[config.mk]
export PLATFORM = sky130hd
export DESIGN_NAME = mult_iter_cell_flat
export DESIGN_NICKNAME = d
export VERILOG_FILES = /design/src/rtl/mult_iter_cell_pkg.sv /design/src/rtl/mult_iter_cell_if.sv /design/src/rtl/mult_iter_digit_pe.sv /design/src/rtl/mult_iter_cell.sv /design/src/flat_wrapper.sv
export SDC_FILE = /design/constraint.sdc
export NUM_CORES = 1
export LEC_CHECK = 0
export CAP_MARGIN = 5
export CORE_MARGIN = 5
export CORE_UTILIZATION = 50
export DETAILED_ROUTE_END_ITERATION = 10
export GPL_TIMING_DRIVEN = 1
export HOLD_SLACK_MARGIN = 0.15
export PLACE_DENSITY = 0.68
export REMOVE_ABC_BUFFERS = 1
export SLEW_MARGIN = 30
export SYNTH_ARGS = -nofsm -noshare
export SYNTH_HDL_FRONTEND = slang
export SYNTH_HIERARCHICAL = 1
export SYNTH_SLANG_ARGS = --single-unit
[constraint.sdc]
create_clock -name clk -period 7.9 [get_ports clk]
set_input_delay 1.58 -clock clk [delete_from_list [all_inputs] [get_ports clk]]
set_output_delay 1.58 -clock clk [all_outputs]
set_load 0.02 [all_outputs]
[src/rtl/mult_iter_cell_pkg.sv]
// Shared encodings for the iterative multiplier cell: product-select modes,
// FSM states and the operand sign helper.
package mult_iter_cell_pkg;

    localparam logic [1:0] MODE_MUL    = 2'b00;
    localparam logic [1:0] MODE_MULXUU = 2'b01;
    localparam logic [1:0] MODE_MULXSU = 2'b10;
    localparam logic [1:0] MODE_MULXSS = 2'b11;

    typedef enum logic [1:0] {
        ST_IDLE = 2'b00,
        ST_RUN  = 2'b01,
        ST_FIX  = 2'b10
    } state_t;

    // An operand is negative only when its MSB is set and the mode reads it as signed.
    function automatic logic operand_is_neg(input logic [1:0] mode, input logic msb,
                                            input logic is_src1);
        logic signed_s;
        if (is_src1) begin
            signed_s = (mode == MODE_MULXSU) || (mode == MODE_MULXSS);
        end else begin
            signed_s = (mode == MODE_MULXSS);
        end
        return signed_s & msb;
    endfunction

endpackage

[src/rtl/mult_iter_cell_if.sv]
// Request/response bundle between the A-stage ALU sequencer and the
// iterative multiplier cell.
interface mult_iter_cell_if #(parameter int WIDTH = 32);
    logic             start;
    logic [1:0]       mode;
    logic [WIDTH-1:0] src1;
    logic [WIDTH-1:0] src2;
    logic             abort;
    logic             in_ready;
    logic             busy;
    logic             out_valid;
    logic [WIDTH-1:0] result;

    modport master (
        output start, mode, src1, src2, abort,
        input  in_ready, busy, out_valid, result
    );

    modport slave (
        input  start, mode, src1, src2, abort,
        output in_ready, busy, out_valid, result
    );
endinterface

[src/rtl/mult_iter_digit_pe.sv]
// Combinational digit step: mag1 times one DIGIT_W-bit digit of mag2,
// shifted to the digit position and added into the double-width accumulator.
module mult_iter_digit_pe #(
    parameter int WIDTH   = 32,
    parameter int DIGIT_W = 4,
    parameter int CNT_W   = 4
) (
    input  logic [2*WIDTH-1:0] acc,
    input  logic [WIDTH-1:0]   mag1,
    input  logic [DIGIT_W-1:0] digit,
    input  logic [CNT_W-1:0]   cnt,
    output logic [2*WIDTH-1:0] acc_next
);
    logic [2*WIDTH-1:0] pp_s;
    logic [31:0]        shamt_s;

    assign pp_s     = (2*WIDTH)'(mag1) * (2*WIDTH)'(digit);
    assign shamt_s  = 32'(cnt) * 32'(DIGIT_W);
    assign acc_next = acc + (pp_s << shamt_s);
endmodule

[src/rtl/mult_iter_cell.sv]
// Iterative sign-magnitude multiplier retiring DIGIT_W bits of src2 per cycle.
// Optional MULT_ITER_CELL_EARLY_EXIT_EN: leave RUN once the remaining src2 digits are all zero.
module mult_iter_cell
    import mult_iter_cell_pkg::*;
#(
    parameter int WIDTH   = 32,
    parameter int DIGIT_W = 4
) (
    input  logic               clk,
    input  logic               reset_n,
    mult_iter_cell_if.slave    bus
);
    localparam int N_DIGITS = WIDTH / DIGIT_W;
    localparam int CNT_W    = $clog2(N_DIGITS + 1);

    if ((WIDTH % DIGIT_W) != 0) begin : g_bad_digit_w
        $error("mult_iter_cell: DIGIT_W must divide WIDTH exactly");
    end

    state_t             state_r, state_nx_s;
    logic [1:0]         mode_r;
    logic               neg_r;
    logic [WIDTH-1:0]   mag1_r, mag2_r;
    logic [2*WIDTH-1:0] acc_r, acc_nx_s, prod_s;
    logic [CNT_W-1:0]   cnt_r;
    logic [WIDTH-1:0]   result_r, word_s;
    logic               out_valid_r;
    logic               accept_s, last_digit_s, neg1_s, neg2_s;

    assign accept_s = (state_r == ST_IDLE) && bus.start && !bus.abort;
    assign neg1_s   = operand_is_neg(bus.mode, bus.src1[WIDTH-1], 1'b1);
    assign neg2_s   = operand_is_neg(bus.mode, bus.src2[WIDTH-1], 1'b0);

`ifdef MULT_ITER_CELL_EARLY_EXIT_EN
    assign last_digit_s = (cnt_r == CNT_W'(N_DIGITS - 1)) || ((mag2_r >> DIGIT_W) == '0);
`else
    assign last_digit_s = (cnt_r == CNT_W'(N_DIGITS - 1));
`endif

    mult_iter_digit_pe #(
        .WIDTH   (WIDTH),
        .DIGIT_W (DIGIT_W),
        .CNT_W   (CNT_W)
    ) u_pe (
        .acc      (acc_r),
        .mag1     (mag1_r),
        .digit    (mag2_r[DIGIT_W-1:0]),
        .cnt      (cnt_r),
        .acc_next (acc_nx_s)
    );

    // FSM state register
    always_ff @(posedge clk or negedge reset_n) begin
        if (!reset_n) begin
            state_r <= ST_IDLE;
        end else begin
            state_r <= state_nx_s;
        end
    end

    // Next-state logic; abort wins over completion
    always_comb begin
        state_nx_s = state_r;
        case (state_r)
            ST_IDLE: begin
                if (accept_s) state_nx_s = ST_RUN;
                else          state_nx_s = ST_IDLE;
            end
            ST_RUN: begin
                if (bus.abort)         state_nx_s = ST_IDLE;
                else if (last_digit_s) state_nx_s = ST_FIX;
                else                   state_nx_s = ST_RUN;
            end
            ST_FIX:  state_nx_s = ST_IDLE;
            default: state_nx_s = ST_IDLE;
        endcase
    end

    // Sign fix-up of the unsigned magnitude product and word select
    always_comb begin
        prod_s = acc_r;
        word_s = '0;
        if (neg_r) prod_s = -acc_r;
        else       prod_s = acc_r;
        if (mode_r == MODE_MUL) word_s = prod_s[WIDTH-1:0];
        else                    word_s = prod_s[2*WIDTH-1:WIDTH];
    end

    // Operand capture, digit accumulation and result register
    always_ff @(posedge clk or negedge reset_n) begin
        if (!reset_n) begin
            mode_r      <= MODE_MUL;
            neg_r       <= 1'b0;
            mag1_r      <= '0;
            mag2_r      <= '0;
            acc_r       <= '0;
            cnt_r       <= '0;
            result_r    <= '0;
            out_valid_r <= 1'b0;
        end else begin
            out_valid_r <= 1'b0;
            case (state_r)
                ST_IDLE: begin
                    if (accept_s) begin
                        mode_r <= bus.mode;
                        neg_r  <= neg1_s ^ neg2_s;
                        mag1_r <= neg1_s ? -bus.src1 : bus.src1;
                        mag2_r <= neg2_s ? -bus.src2 : bus.src2;
                        acc_r  <= '0;
                        cnt_r  <= '0;
                    end
                end
                ST_RUN: begin
                    if (!bus.abort) begin
                        acc_r  <= acc_nx_s;
                        mag2_r <= mag2_r >> DIGIT_W;
                        cnt_r  <= cnt_r + CNT_W'(1);
                    end
                end
                ST_FIX: begin
                    if (!bus.abort) begin
                        result_r    <= word_s;
                        out_valid_r <= 1'b1;
                    end
                end
                default: begin
                    out_valid_r <= 1'b0;
                end
            endcase
        end
    end

    assign bus.in_ready  = (state_r == ST_IDLE);
    assign bus.busy      = (state_r != ST_IDLE);
    assign bus.out_valid = out_valid_r;
    assign bus.result    = result_r;
endmodule

[src/flat_wrapper.sv]
// flat-port wrapper written by rule: the top's interface ports become plain ports
module mult_iter_cell_flat import mult_iter_cell_pkg::*;
#(
    parameter int WIDTH   = 32,
    parameter int DIGIT_W = 4
)
  (clk, reset_n, bus_start, bus_mode, bus_src1, bus_src2, bus_abort, bus_in_ready, bus_busy, bus_out_valid, bus_result);
  mult_iter_cell_if #(.WIDTH(WIDTH)) bus_i ();
  input  logic clk;
  input  logic reset_n;
  input wire logic [$bits(bus_i.start)-1:0] bus_start;
  input wire logic [$bits(bus_i.mode)-1:0] bus_mode;
  input wire logic [$bits(bus_i.src1)-1:0] bus_src1;
  input wire logic [$bits(bus_i.src2)-1:0] bus_src2;
  input wire logic [$bits(bus_i.abort)-1:0] bus_abort;
  output wire logic [$bits(bus_i.in_ready)-1:0] bus_in_ready;
  output wire logic [$bits(bus_i.busy)-1:0] bus_busy;
  output wire logic [$bits(bus_i.out_valid)-1:0] bus_out_valid;
  output wire logic [$bits(bus_i.result)-1:0] bus_result;
  assign bus_i.start = bus_start;
  assign bus_i.mode = bus_mode;
  assign bus_i.src1 = bus_src1;
  assign bus_i.src2 = bus_src2;
  assign bus_i.abort = bus_abort;
  assign bus_in_ready = bus_i.in_ready;
  assign bus_busy = bus_i.busy;
  assign bus_out_valid = bus_i.out_valid;
  assign bus_result = bus_i.result;
  mult_iter_cell #(.WIDTH(WIDTH), .DIGIT_W(DIGIT_W)) u_core (.clk(clk), .reset_n(reset_n), .bus(bus_i));
endmodule
==> results of run 1 <==
-- through the flow --
| step | utilization, % | hold WS [ps] | setup slack [ps] | cell area [sq um] |
|---|---|---|---|---|
| floorplan | - | 443.8 | 982.5 | 19140 |
| global placement | 54.50 | 460.1 | 269.8 | 21160 |
| detailed placement | 54.51 | 470.4 | 82.44 | 21160 |
| CTS | 56.06 | 485.3 | 13.31 | 21770 |
| global route | 56.35 | 504.0 | 19.67 | 21880 |
| finish | 56.35 | 477.1 | 334.9 | 21880 |
-- sequential cells by signal, summed over array words and instances, names as in the netlist --
| register | cells |
|---|---|
| u_core/acc_r | 64 |
| u_core/mag1_r | 32 |
| u_core/state_r | 2 |
| u_core/neg_r | 1 |
| u_core/bus.result | 32 |
| u_core/mode_r | 2 |
| u_core/cnt_r | 4 |
| u_core/mag2_r | 32 |
| u_core/bus.out_valid | 1 |
-- final cells by class --
class	instances	area, sq um	share of cell area (%)
inverters	162	608.1	2.779
clock inverters	12	137.6	0.6291
flip-flops and latches	170	4262	19.48
clock buffers	20	466.7	2.133
multi-input cells	2114	14400	65.82
well taps	518	648.1	2.962
repair buffers	144	1355	6.194
-- synthesized netlist by cell type, types with 34 or more instances --
cell	count	area (sq um)
a21oi_1	185	925.9
nor2_1	164	615.6
fa_1	61	1221
nand3_1	107	535.5
o21ai_0	173	865.8
clkbuf_1	126	473.0
xnor2_1	115	1007
inv_1	157	589.3
nor3_1	34	170.2
and2_1	113	706.9
nand2_1	352	1321
a21o_1	56	420.4
ha_1	107	1339
xor2_1	82	718.2
dfrtp_1	170	4254
or3_1	34	212.7
-- power groups by stage --
stage                     sequential, mW  combinational, mW  clock [mW]
after floorplan                     1.27               4.06           0
after global routing                1.37               6.35       0.938
after CTS                           1.34               5.65       0.900
after global placement              1.34               5.57           0
after detailed placement            1.35               5.62           0
final                               1.35               5.82       0.879
-- tightest hold or removal path, cell delays in order, from the launching register on --
cell and delay, ps:
dfrtp_1 340, nand2_1 40, o21ai_0 60
-- cells by family (layout without fill, tap and decap cells) --
kind of cell / after synthesis / in the layout / share of synthesized area [%]
DFF: 170 / 170 / 21.56
buffers and inverters: 315 / 338 / 6.093
and+or+nand+nor: 991 / 991 / 24.58
xor gates and xnor gates: 197 / 197 / 8.744
muxes: 54 / 54 / 2.987
adders and majority gates: 168 / 168 / 12.97
AOI/OAI and AO/OA: 704 / 704 / 23.07
-- metal layers --
| metal | vias to the layer above | routed length [um] | GRT usage, % |
|---|---|---|---|
| li1 | 9212 | - | - |
| met1 | 9261 | 27920 | 38.86 |
| met2 | 700 | 28590 | 45.65 |
| met3 | 125 | 3610 | 3.269 |
| met4 | 0 | 2515 | 11.57 |
| met5 | - | 0 | 0 |
-- repair_timing --
action | 4_1_cts | 5_1_grt
gates resized for setup | 0 | 18
buffers inserted | 0 | 2
endpoints found under the hold margin | 0 | 0
endpoints found under the setup margin | 0 | 27
-- worst max path at each step --
stage	startpoint	to	slack, ps	depth (start not counted)
finish	u_core/mag2_r[1]	u_core/acc_r[56]	330	31
global route	u_core/mag2_r[1]	u_core/acc_r[57]	20	30
CTS	u_core/mag2_r[1]	u_core/acc_r[53]	10	28
detailed placement	u_core/mag2_r[1]	u_core/acc_r[53]	80	28
global placement	u_core/mag2_r[1]	u_core/acc_r[53]	270	28
floorplan	u_core/mag2_r[3]	u_core/acc_r[56]	980	29
==> impl_metrics.py, run 1 <==
metrics = {
    "yosys": {
        "yosysWarnings": 6,
        "synth-seq-cells": 170,
        "synth_edf_count": 0,
        "synth_cell_type_count": 92,
        "synth_area_sq_um": 19730,
        "syn_avg_cell_area_sq_um": 7.592,
        "ys.flop_type": "dfrtp_1",
        "ys_seq_area_share_pct": 21.56,
        "async_reset_ff_share_pct": 100.0,
        "netlist_instances": 2599,
    },
    "timing": {
        "layout_min_cycle_time_ps": 7565,
        "clock.fmax_mhz": 132.2,
        "rsz0062_at_grt": "no",
        "clock_skew_ps": 14.71,
        "fin_crit_sh_pct": 95.76,
        "worst_pin_slew_ps": 958.0,
        "finalSetupTns_ps": 0,
        "finalSetupViolCount": 0,
        "hold_violations": 0,
        "drv_slew": 0,
        "slew_headroom_pct": 35.90,
    },
    "floorplan": {
        "core-area_sq_um": 38830,
        "start_util_pct": 50.82,
        "die-area_sq_um": 43540,
        "fp.dieH_um": 208.7,
        "ios": 105,
        "rows": 72,
        "dieWidth_um": 208.7,
    },
    "setup_path": {
        "path_buf_inv": 4,
        "slowest_delay_ps": 600,
        "path_class": "register to register",
        "path_max_fanout": 28,
        "worstRegToRegCells": 31,
        "worstPathRequired_ps": 8300,
        "cp_top_family": "compound AO/OA/AOI/OAI gates",
        "worstSetupStartpointType": "register",
        "crit_slowest_cell": "dfrtp_4",
        "reg2reg_slack_ps": 330,
        "rr_startpoint": "u_core/mag2_r[1]",
        "r2r-end": "u_core/acc_r[56]",
        "cp-end-kind": "register",
        "crit_arrival_ps": 7970,
    },
    "place": {
        "routabilityCongestion": 0.9892,
        "place.detailed.hpwl_um": 48760,
        "post-place-cells": 3106,
        "port_buffers": 104,
    },
    "clock_network": {
        "postCtsHoldBufs": 0,
        "clkSinkCount": 170,
        "max-clock-path-buffers": 2,
        "cts_tree": "built",
        "insertion_delay_ps": 470,
        "cts_buffers": 17,
        "clkTransAtPathRegs_ps": 70,
        "cts_root_buffer": "clkbuf_16",
        "cts.htree.levels": 4,
    },
    "min_path": {
        "hp-class": "register to register",
        "min_path_cells": 2,
        "hp-start": "u_core/bus.result[21]",
        "whs_endpoint": "u_core/bus.result[21]",
    },
    "final_layout": {
        "layout_common_cells": "nand2_1, a21oi_1, o21ai_0",
        "nets": 2847,
        "synthToLayoutAreaGrowth_pct": 10.87,
        "fillCellCount": 3689,
        "layout_commonest_cell": "nand2_1",
        "drive_gt1_share_pct": 6.407,
        "n_antenna_cell": 0,
        "fin_cells": 3140,
    },
    "global_routing": {
        "grt_overflow": 0,
        "grt_pass1_wl_um": 101400,
        "grt_antenna_before_repair": 0,
        "grt_max_degree": 86,
        "grt_pass1_vias": 18720,
        "track_usage_pct": 28.28,
    },
    "run": {
        "cap_violations": 0,
    },
    "drt": {
        "drc_errors": 0,
        "routedWlPerCell_um": 19.95,
        "ant_nets": 0,
        "first_pass_iters": 9,
        "drtIter0Drc": 1667,
        "avgViaCountPerCell": 6.146,
        "route.vias.total": 19300,
        "drt-total-wl_um": 62630,
    },
    "pwr": {
        "p_leak_nw": 10.12,
        "finalPower_mw": 8.043,
        "p_per_area_nw_per_um2": 367.6,
        "clkPwrFrac_pct": 10.9,
        "internal-power_mw": 3.715,
        "pwr-share-seq_pct": 16.7,
        "p_sw_mw": 4.328,
        "pwr-share-comb_pct": 72.3,
        "ir_worst_vdd_v": 0.0001672,
        "swShare_pct": 53.81,
    },
    "outcome": {
        "status": "finished clean",
    },
}
No activity file was read; power rests on OpenSTA's default activity.
==> run 2, diff against run 1 <==
==> constraint.sdc (replaced) <==
create_clock -name clk -period 7.9 [get_ports clk]
set_input_delay 1.975 -clock clk [delete_from_list [all_inputs] [get_ports clk]]
set_output_delay 1.975 -clock clk [all_outputs]
set_load 0.02 [all_outputs]
==> results of run 2 <==
The final DEF is identical to that of run 1. Status: finished clean.
==> run 3, diff against run 2 <==
--- a/config.mk
+++ b/config.mk
@@ -13,6 +13,7 @@
 export HOLD_SLACK_MARGIN = 0.15
 export PLACE_DENSITY = 0.68
 export REMOVE_ABC_BUFFERS = 1
+export SKIP_CTS_REPAIR_TIMING = 1
 export SLEW_MARGIN = 30
 export SYNTH_ARGS = -nofsm -noshare
 export SYNTH_HDL_FRONTEND = slang
==> results of run 3 <==
The final DEF is identical to that of run 1. Status: finished clean.
